===== src/rtl/negacyclic_conv_stream_adapter_pkg.sv =====
// Shared types and helpers for the negacyclic convolution stream adapter.
// Optional framing (in_last/out_last/err_len) is enabled by CONV_STREAM_LAST_EN.
package conv_stream_pkg;

  localparam int N_DEF   = 17;
  localparam int D_DEF   = 32;
  localparam int LAT_DEF = 2;
  localparam int IDX_W   = (D_DEF > 1) ? $clog2(D_DEF) : 1;
  localparam int LAT_W   = (LAT_DEF > 1) ? $clog2(LAT_DEF) : 1;

  typedef enum logic [1:0] {
    LOAD   = 2'd0,
    WAIT   = 2'd1,
    UNLOAD = 2'd2
  } state_e;

  // Bit offset of coefficient slot idx in a flat D*N bus.
  function automatic int slot_off(input int idx, input int n);
    return idx * n;
  endfunction

endpackage


===== src/rtl/negacyclic_conv_stream_adapter_if.sv =====
// Streaming and flat-bus signals of the adapter, grouped with master (adapter) and slave (environment) views.
// Framing signals exist only when CONV_STREAM_LAST_EN is defined.
interface negacyclic_conv_stream_adapter_if #(
  parameter int N = 17,
  parameter int D = 32
);
  logic           in_valid;
  logic           in_ready;
  logic [N-1:0]   in_a;
  logic [N-1:0]   in_b;
  logic [D*N-1:0] conv_a;
  logic [D*N-1:0] conv_b;
  logic [D*N-1:0] conv_p;
  logic           out_valid;
  logic           out_ready;
  logic [N-1:0]   out_p;
  logic           busy;
`ifdef CONV_STREAM_LAST_EN
  logic           in_last;
  logic           out_last;
  logic           err_len;
`endif

  modport master (
    input  in_valid, in_a, in_b, conv_p, out_ready,
`ifdef CONV_STREAM_LAST_EN
    input  in_last,
    output out_last, err_len,
`endif
    output in_ready, conv_a, conv_b, out_valid, out_p, busy
  );

  modport slave (
    output in_valid, in_a, in_b, conv_p, out_ready,
`ifdef CONV_STREAM_LAST_EN
    output in_last,
    input  out_last, err_len,
`endif
    input  in_ready, conv_a, conv_b, out_valid, out_p, busy
  );

endinterface


===== src/rtl/negacyclic_conv_stream_adapter_coef_slot_counter.sv =====
// Coefficient slot index shared by the load and unload phases; wraps at D-1.
module coef_slot_counter #(
  parameter int D     = 32,
  parameter int IDX_W = 5
) (
  input  logic             clk,
  input  logic             rst_n,
  input  logic             inc_i,
  input  logic             clr_i,
  output logic [IDX_W-1:0] idx_o,
  output logic             tc_o
);

  logic [IDX_W-1:0] idx_q, idx_d;

  assign tc_o  = (idx_q == IDX_W'(D - 1));
  assign idx_o = idx_q;

  always_comb begin
    idx_d = idx_q;
    if (clr_i)
      idx_d = '0;
    else if (inc_i)
      idx_d = tc_o ? '0 : idx_q + IDX_W'(1);
  end

  always_ff @(posedge clk or negedge rst_n) begin
    if (!rst_n)
      idx_q <= '0;
    else
      idx_q <= idx_d;
  end

endmodule


===== src/rtl/negacyclic_conv_stream_adapter.sv =====
// Packs streamed coefficient pairs onto the core's flat a/b buses, waits LAT cycles, then streams the product out.
// Define CONV_STREAM_LAST_EN to add in_last/out_last framing and the sticky err_len flag.
module negacyclic_conv_stream_adapter
  import conv_stream_pkg::*;
#(
  parameter int N   = 17,
  parameter int D   = 32,
  parameter int LAT = 2
) (
  input logic                              clk,
  input logic                              rst_n,
  negacyclic_conv_stream_adapter_if.master bus
);

  localparam int IW = (D > 1) ? $clog2(D) : 1;
  localparam int LW = (LAT > 1) ? $clog2(LAT) : 1;

  state_e         state_q, state_d;
  logic [LW-1:0]  lat_q, lat_d;
  logic [D*N-1:0] a_q, b_q, p_q;
  logic [IW-1:0]  idx;
  logic           tc;
  logic           load_acc, unload_xfer, force_end, capture;

  assign load_acc    = (state_q == LOAD) && bus.in_valid;
  assign unload_xfer = (state_q == UNLOAD) && bus.out_ready;
  assign capture     = (state_q == WAIT) && (lat_q == '0);

`ifdef CONV_STREAM_LAST_EN
  logic err_q;
  // An early in_last closes the frame short; remaining slots keep stale data.
  assign force_end = load_acc && bus.in_last && !tc;
`else
  assign force_end = 1'b0;
`endif

  coef_slot_counter #(.D(D), .IDX_W(IW)) u_slot_ctr (
    .clk   (clk),
    .rst_n (rst_n),
    .inc_i (load_acc || unload_xfer),
    .clr_i (force_end),
    .idx_o (idx),
    .tc_o  (tc)
  );

  always_comb begin
    state_d = state_q;
    lat_d   = lat_q;
    unique case (state_q)
      LOAD: begin
        if (load_acc && (tc || force_end)) begin
          state_d = WAIT;
          lat_d   = LW'(LAT - 1);
        end
      end
      WAIT: begin
        if (lat_q == '0)
          state_d = UNLOAD;
        else
          lat_d = lat_q - LW'(1);
      end
      UNLOAD: begin
        if (unload_xfer && tc)
          state_d = LOAD;
      end
      default: state_d = LOAD;
    endcase
  end

  always_ff @(posedge clk or negedge rst_n) begin
    if (!rst_n) begin
      state_q <= LOAD;
      lat_q   <= '0;
    end else begin
      state_q <= state_d;
      lat_q   <= lat_d;
    end
  end

  always_ff @(posedge clk or negedge rst_n) begin
    if (!rst_n) begin
      a_q <= '0;
      b_q <= '0;
      p_q <= '0;
    end else begin
      if (load_acc) begin
        a_q[slot_off(int'(idx), N) +: N] <= bus.in_a;
        b_q[slot_off(int'(idx), N) +: N] <= bus.in_b;
      end
      if (capture)
        p_q <= bus.conv_p;
    end
  end

`ifdef CONV_STREAM_LAST_EN
  always_ff @(posedge clk or negedge rst_n) begin
    if (!rst_n)
      err_q <= 1'b0;
    else if (force_end)
      err_q <= 1'b1;
  end

  assign bus.out_last = (state_q == UNLOAD) && tc;
  assign bus.err_len  = err_q;
`endif

  assign bus.in_ready  = (state_q == LOAD);
  assign bus.out_valid = (state_q == UNLOAD);
  assign bus.out_p     = p_q[slot_off(int'(idx), N) +: N];
  assign bus.busy      = (state_q != LOAD) || (idx != '0);
  assign bus.conv_a    = a_q;
  assign bus.conv_b    = b_q;

endmodule


===== src/flat_wrapper.sv =====
// flat-port wrapper written by rule: the top's interface ports become plain ports
module negacyclic_conv_stream_adapter_flat import conv_stream_pkg::*;
#(
  parameter int N   = 17,
  parameter int D   = 32,
  parameter int LAT = 2
)
  (clk, rst_n, bus_in_valid, bus_in_a, bus_in_b, bus_conv_p, bus_out_ready, bus_in_ready, bus_conv_a, bus_conv_b, bus_out_valid, bus_out_p, bus_busy);
  negacyclic_conv_stream_adapter_if #(.N(N), .D(D)) bus_i ();
  input logic clk;
  input logic rst_n;
  input wire logic [$bits(bus_i.in_valid)-1:0] bus_in_valid;
  input wire logic [$bits(bus_i.in_a)-1:0] bus_in_a;
  input wire logic [$bits(bus_i.in_b)-1:0] bus_in_b;
  input wire logic [$bits(bus_i.conv_p)-1:0] bus_conv_p;
  input wire logic [$bits(bus_i.out_ready)-1:0] bus_out_ready;
  output wire logic [$bits(bus_i.in_ready)-1:0] bus_in_ready;
  output wire logic [$bits(bus_i.conv_a)-1:0] bus_conv_a;
  output wire logic [$bits(bus_i.conv_b)-1:0] bus_conv_b;
  output wire logic [$bits(bus_i.out_valid)-1:0] bus_out_valid;
  output wire logic [$bits(bus_i.out_p)-1:0] bus_out_p;
  output wire logic [$bits(bus_i.busy)-1:0] bus_busy;
  assign bus_i.in_valid = bus_in_valid;
  assign bus_i.in_a = bus_in_a;
  assign bus_i.in_b = bus_in_b;
  assign bus_i.conv_p = bus_conv_p;
  assign bus_i.out_ready = bus_out_ready;
  assign bus_in_ready = bus_i.in_ready;
  assign bus_conv_a = bus_i.conv_a;
  assign bus_conv_b = bus_i.conv_b;
  assign bus_out_valid = bus_i.out_valid;
  assign bus_out_p = bus_i.out_p;
  assign bus_busy = bus_i.busy;
  negacyclic_conv_stream_adapter #(.N(N), .D(D), .LAT(LAT)) u_core (.clk(clk), .rst_n(rst_n), .bus(bus_i));
endmodule

===== config.mk =====
export PLATFORM = sky130hd
export DESIGN_NAME = negacyclic_conv_stream_adapter_flat
export DESIGN_NICKNAME = d
export VERILOG_FILES = /design/src/rtl/negacyclic_conv_stream_adapter_pkg.sv /design/src/rtl/negacyclic_conv_stream_adapter_if.sv /design/src/rtl/negacyclic_conv_stream_adapter_coef_slot_counter.sv /design/src/rtl/negacyclic_conv_stream_adapter.sv /design/src/flat_wrapper.sv
export SDC_FILE = /design/constraint.sdc
export NUM_CORES = 2
export LEC_CHECK = 0
export CORE_AREA = 2 2 663 665
export DETAILED_ROUTE_END_ITERATION = 16
export DIE_AREA = 0 0 665 667
export PLACE_DENSITY_LB_ADDON = 0.3
export SLEW_MARGIN = 25
export SYNTH_ARGS = -nofsm -noshare
export SYNTH_HDL_FRONTEND = slang
export SYNTH_SLANG_ARGS = --single-unit

===== constraint.sdc =====
create_clock -name clk -period 9.6 [get_ports clk]
set_input_delay 0.96 -clock clk [delete_from_list [all_inputs] [get_ports clk]]
set_output_delay 0.96 -clock clk [all_outputs]
set_load 0.01 [all_outputs]

# --- After elaboration in Yosys (flattened, before gate mapping) ---
# Index checks and enable logic that the tools add are counted.
# Widths: inputs -> output; s select.
word_totals:
  regBits: 1640
  input_bits: 582
  output_inout_bits: 1108
  word_cells: 44
op_classes:
  addsub: 3
  n_mul: 1
  eq_ne: 6
  n_shift: 4
  n_mux: 10
  bitwise_logic: 1
  reduce_logical: 13
op_table:
  columns: ["cell", "count"]
  rows:
  - ["$bwmux 544", 2]
  - ["$shiftx 17x33->544", 2]
  - ["$shift 17x33->544 const A", 1]
  - ["$shiftx 544x32->17", 1]
  - ["$neg 32->33", 1]
  - ["$mul 5x5->10 const B", 1]
  - ["$mux 2", 3]
  - ["$pmux 2 s3", 1]
  - ["$add 5x1->5 const B", 1]
  - ["$eq 5x5->1 const B", 1]
  - ["$logic_and 1x1->1", 5]
  - ["$mux 5", 1]
  - ["$reduce_bool 5->1", 1]
  - ["$ne 2x1->1 const B", 2]
  - ["$reduce_bool 2->1", 2]
  - ["$reduce_and 3->1", 1]
  - ["$eq 2x1->1 const B", 1]
  - ["$eq 2x2->1 const B", 1]
  - ["$logic_not 2->1", 1]
  - ["$logic_or 1x1->1", 2]
  - ["$mux 1", 2]
  - ["$ne 2x2->1 const B", 1]
  - ["$pmux 1 s2", 1]
  - ["$reduce_and 2->1", 1]
  - ["other kinds (2)", 2]

# --- Depth between registers and ports, before layout ---
depth:
  depth_word: 5
  ltp_mapped: 16
  ltp_nobuf: 8

# --- Hierarchy ---
# Synthesis repeated with hierarchy kept, for this count alone.
hier_totals:
  cells_unflattened: 4501
  area_unflattened_um2: 66412.4
modules_own_cells:
  columns: ["module", "n_inst", "cells_each", "area_each_um2", "seq_area_each_um2"]
  rows:
  - ["negacyclic_conv_stream_adapter", 1, 4475, 66118.4, 40914.2]
  - ["coef_slot_counter", 1, 26, 294.0, 125.1]

# --- Least setup slack after synthesis ---
# OpenSTA, ideal clock, no wires.
synth_timing:
  kind: "reg-to-reg"
  startpoint: "register u_core.u_slot_ctr.idx_q[0] (netlist: u_core.u_slot_ctr.idx_o[0])"
  endpoint: "register u_core.a_q[327] (netlist: u_core.bus.conv_a[327])"
  setup_ns: 0.125
  arrival_time_ns: 3.407
  t_required_ns: 9.475
  path_slack_ns: 6.068
  path_stages_with_launch: 16
  path_buffers: 7
  synth_period_minus_slack_ns: 3.532
  cell_sequence: "dfrtp_1 buf_4 buf_4 buf_2 buf_2 inv_1 ha_1 nor3b_1 ha_1 nor4b_1 and2_1 buf_2 and3_4 buf_6 buf_12 mux2_4"
synth_between:
  elab_chain_len: 4
  elab_cells_between_ends: 5
  cone_classes: "add/sub: 1; mul: 1; shift: 2; mux: 1"
synth_lines:
  columns: ["item", "line", "rtl"]
  rows:
  - ["start, declared", "negacyclic_conv_stream_adapter_coef_slot_counter.sv:14", "logic [IDX_W-1:0] idx_q, idx_d;"]
  - ["start signal, assigned", "negacyclic_conv_stream_adapter_coef_slot_counter.sv:31", "idx_q <= idx_d;"]
  - ["$mul 5x5->10 *", "negacyclic_conv_stream_adapter_pkg.sv:19", "return idx * n;"]
  - ["$neg 32->33 *", "negacyclic_conv_stream_adapter.sv:87", "a_q[slot_off(int'(idx), N) +: N] <= bus.in_a;"]
  - ["$shiftx 17x33->544 or $shift 17x33->544 (tied branches)", "negacyclic_conv_stream_adapter.sv:87", null]
  - ["$bwmux 544 *", "negacyclic_conv_stream_adapter.sv:87", null]
  - ["end signal, assigned by index", "negacyclic_conv_stream_adapter.sv:87", null]
  - ["end, declared", "negacyclic_conv_stream_adapter.sv:20", "logic [D*N-1:0] a_q, b_q, p_q;"]
# Every way passes the cells marked *; elsewhere a longest branch is shown, timed or not.
# A chain may end at the register's enable or synchronous reset.

# --- Worst setup path after layout ---
layout_timing:
  startpoint: "register u_core.u_slot_ctr.idx_q[1] (netlist: u_core.u_slot_ctr.idx_o[1])"
  endpoint: "output bus_out_p[11]"
layout_between:
  elab_chain_len: 2
layout_lines:
  columns: ["item", "line", "rtl"]
  rows:
  - ["$mul 5x5->10", "negacyclic_conv_stream_adapter_pkg.sv:19", null]
  - ["$shiftx 544x32->17", "negacyclic_conv_stream_adapter.sv:109", "assign bus.out_p = p_q[slot_off(int'(idx), N) +: N];"]
  - ["end, declared", "flat_wrapper.sv:21", "output wire logic [$bits(bus_i.out_p)-1:0] bus_out_p;"]
# Every way passes these cells.

==> metrics.md <==
| Metric | Value |
|---|---|
| Post-synth top flop | dfrtp_1 |
| I/O pin cnt | 1,690 |
| Fin nets | 6,783 |
| RD Place Congestion | 0.8440 |
| CTS tree | yes |
| Clock buffer depth | 4 |
| Synthesized Nets | 5,108 |
| Final setup violation count | 0 |
| Cts bufs inserted | 204 |
| Synth area leaders | dfrtp_1 (61%), mux2_2 (21%), mux4_2 (3.8%) |
| CTS root buf | clkbuf_16 |
| Die Area | 443,600 um2 |
| CP Buf/Inv Count | 2 |
| Worst EP arrival | 5.45 ns |
| CTS Hold Buffers Added | 1 |
| Number of synthesized flops with an enable pin | 0 |
| Static leakage | 42.58 nW |
| Initial DRT Pass Iterations | 5 |
| CP max stage cell | a211oi_1 |
| GRT Util Overall | 14.89% |
| Yosys top cell by area | dfrtp_1 |
| Final period util | 66.78% |
| Cell depth of the worst setup path | 6 |
| Area share of the largest cell type after synthesis | 60.86% |
| Hold Path Stages | 2 |
| CP Cell Sequence | buf_12 > mux2i_1 > o221ai_1 > a21oi_1 > a211oi_1 > clkdlybuf4s50_1 |
| Area delta synth->final | 44.71% |
| Die height | 667 um |
| PortBufs | 1,689 |
| WL final | 343.4 mm |
| DRT antenna net count | 0 |
| Post-cts resize count | 0 |
| DRT iter0 DRCs | 2,699 |
| Core outline area | 436,600 um2 |
| Layout cell share with drive strength beyond 1 | 31.65% |
| Total number of vias | 46,050 |
| Setup ws final | 3.190 ns |
| Most frequent cells in the layout | clkdlybuf4s50_1 (1,672), dfrtp_1 (1,635), mux2_2 (1,282) |
| Slew Limit Headroom | 20.60% |
| Final min period | 6.410 ns |
| Worst Path Max Fanout | 88 |
| Yosys warning total | 0 |
| Drt wl/cell | 28.25 um |
| R2R depth | 9 |
| Antenna violations before repair | 133 |
| Maximum VDD drop | 0.2193 mV |
| Place WS | 4.048 ns |
| Largest net degree at the start of global routing | 164 |
| Worst slew pin tran | 1.182 ns |
| Mapped Cells | 4,519 |
| Setup crit end kind | primary output |
| Die W | 665 um |
| Post-detail-place hpwl | 264.7 mm |
| Slew Limit Fails | 0 |
| Reg clk slew, reported paths | 0.06 ns |
| # rows | 243 |
| Hold Violations, Final | 0 |
| DRC viols | 0 |
| Distinct cells, synth | 54 |
| Post-CTS Setup Bufs | 0 |
| Mean Syn Cell Area | 14.92 um2 |
| Synth Register Bits | 1,640 |
| Commonest non-fill, non-tap cell in the layout | clkdlybuf4s50_1 |
| Initial core utilization | 15.44% |
| Vias in the first global route | 48,870 |
| Achievable Freq | 0.1560 GHz |
| Slowest stage delay, CP | 0.83 ns |
| Setup CP Type | reg -> out |
| Total gr overflow | 0 |
| RSZ-0062 raised after global routing | no |
| Mapped Area | 67,430 um2 |
| Crit-path leading delay family | compound AO/OA/AOI/OAI gates |
| H-tree levels | 4 |
| Pwr Density | 305.6 nW/um2 |
| Vias/cell | 3.789 |
| Hold WS | 0.4773 ns |
| Max cap viols | 0 |
| First-pass GRT wire length | 454.2 mm |
| Clk sink count | 1,640 |
| Setup TNS Final | 0 ns |
| Clk_skew | 0.05040 ns |
| Post-synthesis async set-or-reset flop share | 100.0% |
| Status | completed |
| CP Data Required Time | 8.64 ns |
| Seq/Total Area, Yosys | 60.86% |
| Clk_lat worst skew | 0.90 ns |
| Crit start category | register |
| Worst hold path class | reg -> reg |
[state kept, by name, indices dropped and copies added (netlist names)]
register,cells
u_core.u_slot_ctr.idx_o,5
u_core.bus.conv_b,544
u_core.p_q,544
u_core.state_q,2
u_core.lat_q,1
u_core.bus.conv_a,544
[final cells by class]
class | count | area (um2)
Tap cell | 5757 | 7203
Clock buffer | 296 | 5861
Fill cell | 46330 | 339000
Antenna cell | 50 | 125.1
Multi-Input combinational cell | 2549 | 24660
Sequential cell | 1640 | 41050
Clock inverter | 63 | 827.0
Inverter | 4 | 15.01
Timing Repair Buffer | 1795 | 17840
[layer usage]
layer	track usage [%]	part of all wire, %	up-vias
li1	-	-	19440
met1	15.54	35	24260
met2	28.10	54	1690
met3	4.481	7.1	544
met4	5.067	3.7	114
met5	0	0.21	-
[cells in the mapped netlist, types with 9 or more instances]
library cell,count
and3_1,10
mux2_1,27
mux2_4,120
buf_4,28
buf_6,39
nand2b_1,19
buf_12,12
dfrtp_1,1640
o22ai_1,15
mux2_2,1282
mux2i_1,47
o21ai_0,223
a211oi_1,14
nand3_1,9
nand2_1,321
nor2_1,145
buf_2,126
and2_1,74
mux4_2,113
o221ai_1,15
buf_1,10
a22oi_1,20
clkbuf_1,111
a21oi_1,20
[tightest hold or removal path: stages, from the launching register on]
cell and delay (ns):
dfrtp_1 0.34, nand2_1 0.05, o21ai_0 0.06
[stage by stage]
stage               cells  power [W]  util [%]  cell area [um2]
global route        12110    0.03117     22.33            97490
floorplan            4519    0.01499         -            67430
CTS                 12100    0.03047     22.31            97410
finish              12150    0.02983     22.35            97590
detailed placement  11740    0.02242     20.78            90710
global placement    11740    0.02222     20.77            90670
[where the power goes]
part	total, W	leakage (nW)	switching [W]	internal (W)
sequential	0.0104	22.2	0.00134	0.00904
combinational	0.0116	17.1	0.00622	0.00536
clock	0.00787	3.29	0.00326	0.00461
total	0.0298	42.6	0.0108	0.0190
[logic make-up after synthesis]
group,count (synthesis),share of synthesized area (%)
AOI/OAI and AO/OA,318,2.666
xor gates and xnor gates,2,0.02598
adders and majority gates,7,0.1299
buffers and inverters,330,2.950
DFF,1640,60.86
muxes,1589,29.00
and+or+nand+nor,633,4.366
[final timing paths]
kind / slack, ns / startpoint / endpoint
setup reg to reg: 4.34 / u_core.u_slot_ctr.idx_o[0] / u_core.bus.conv_a[289]
max in group asynchronous: 6.52 / rst_n / u_core.bus.conv_b[393]
min in group asynchronous: 0.66 / rst_n / u_core.p_q[6]
hold / removal: 0.48 / u_core.bus.conv_a[191] / u_core.bus.conv_a[191]
hold reg to reg: 0.48 / u_core.bus.conv_a[191] / u_core.bus.conv_a[191]
setup / recovery: 3.19 / u_core.u_slot_ctr.idx_o[1] / bus_out_p[11]
Power figures use the tool's default switching activity.
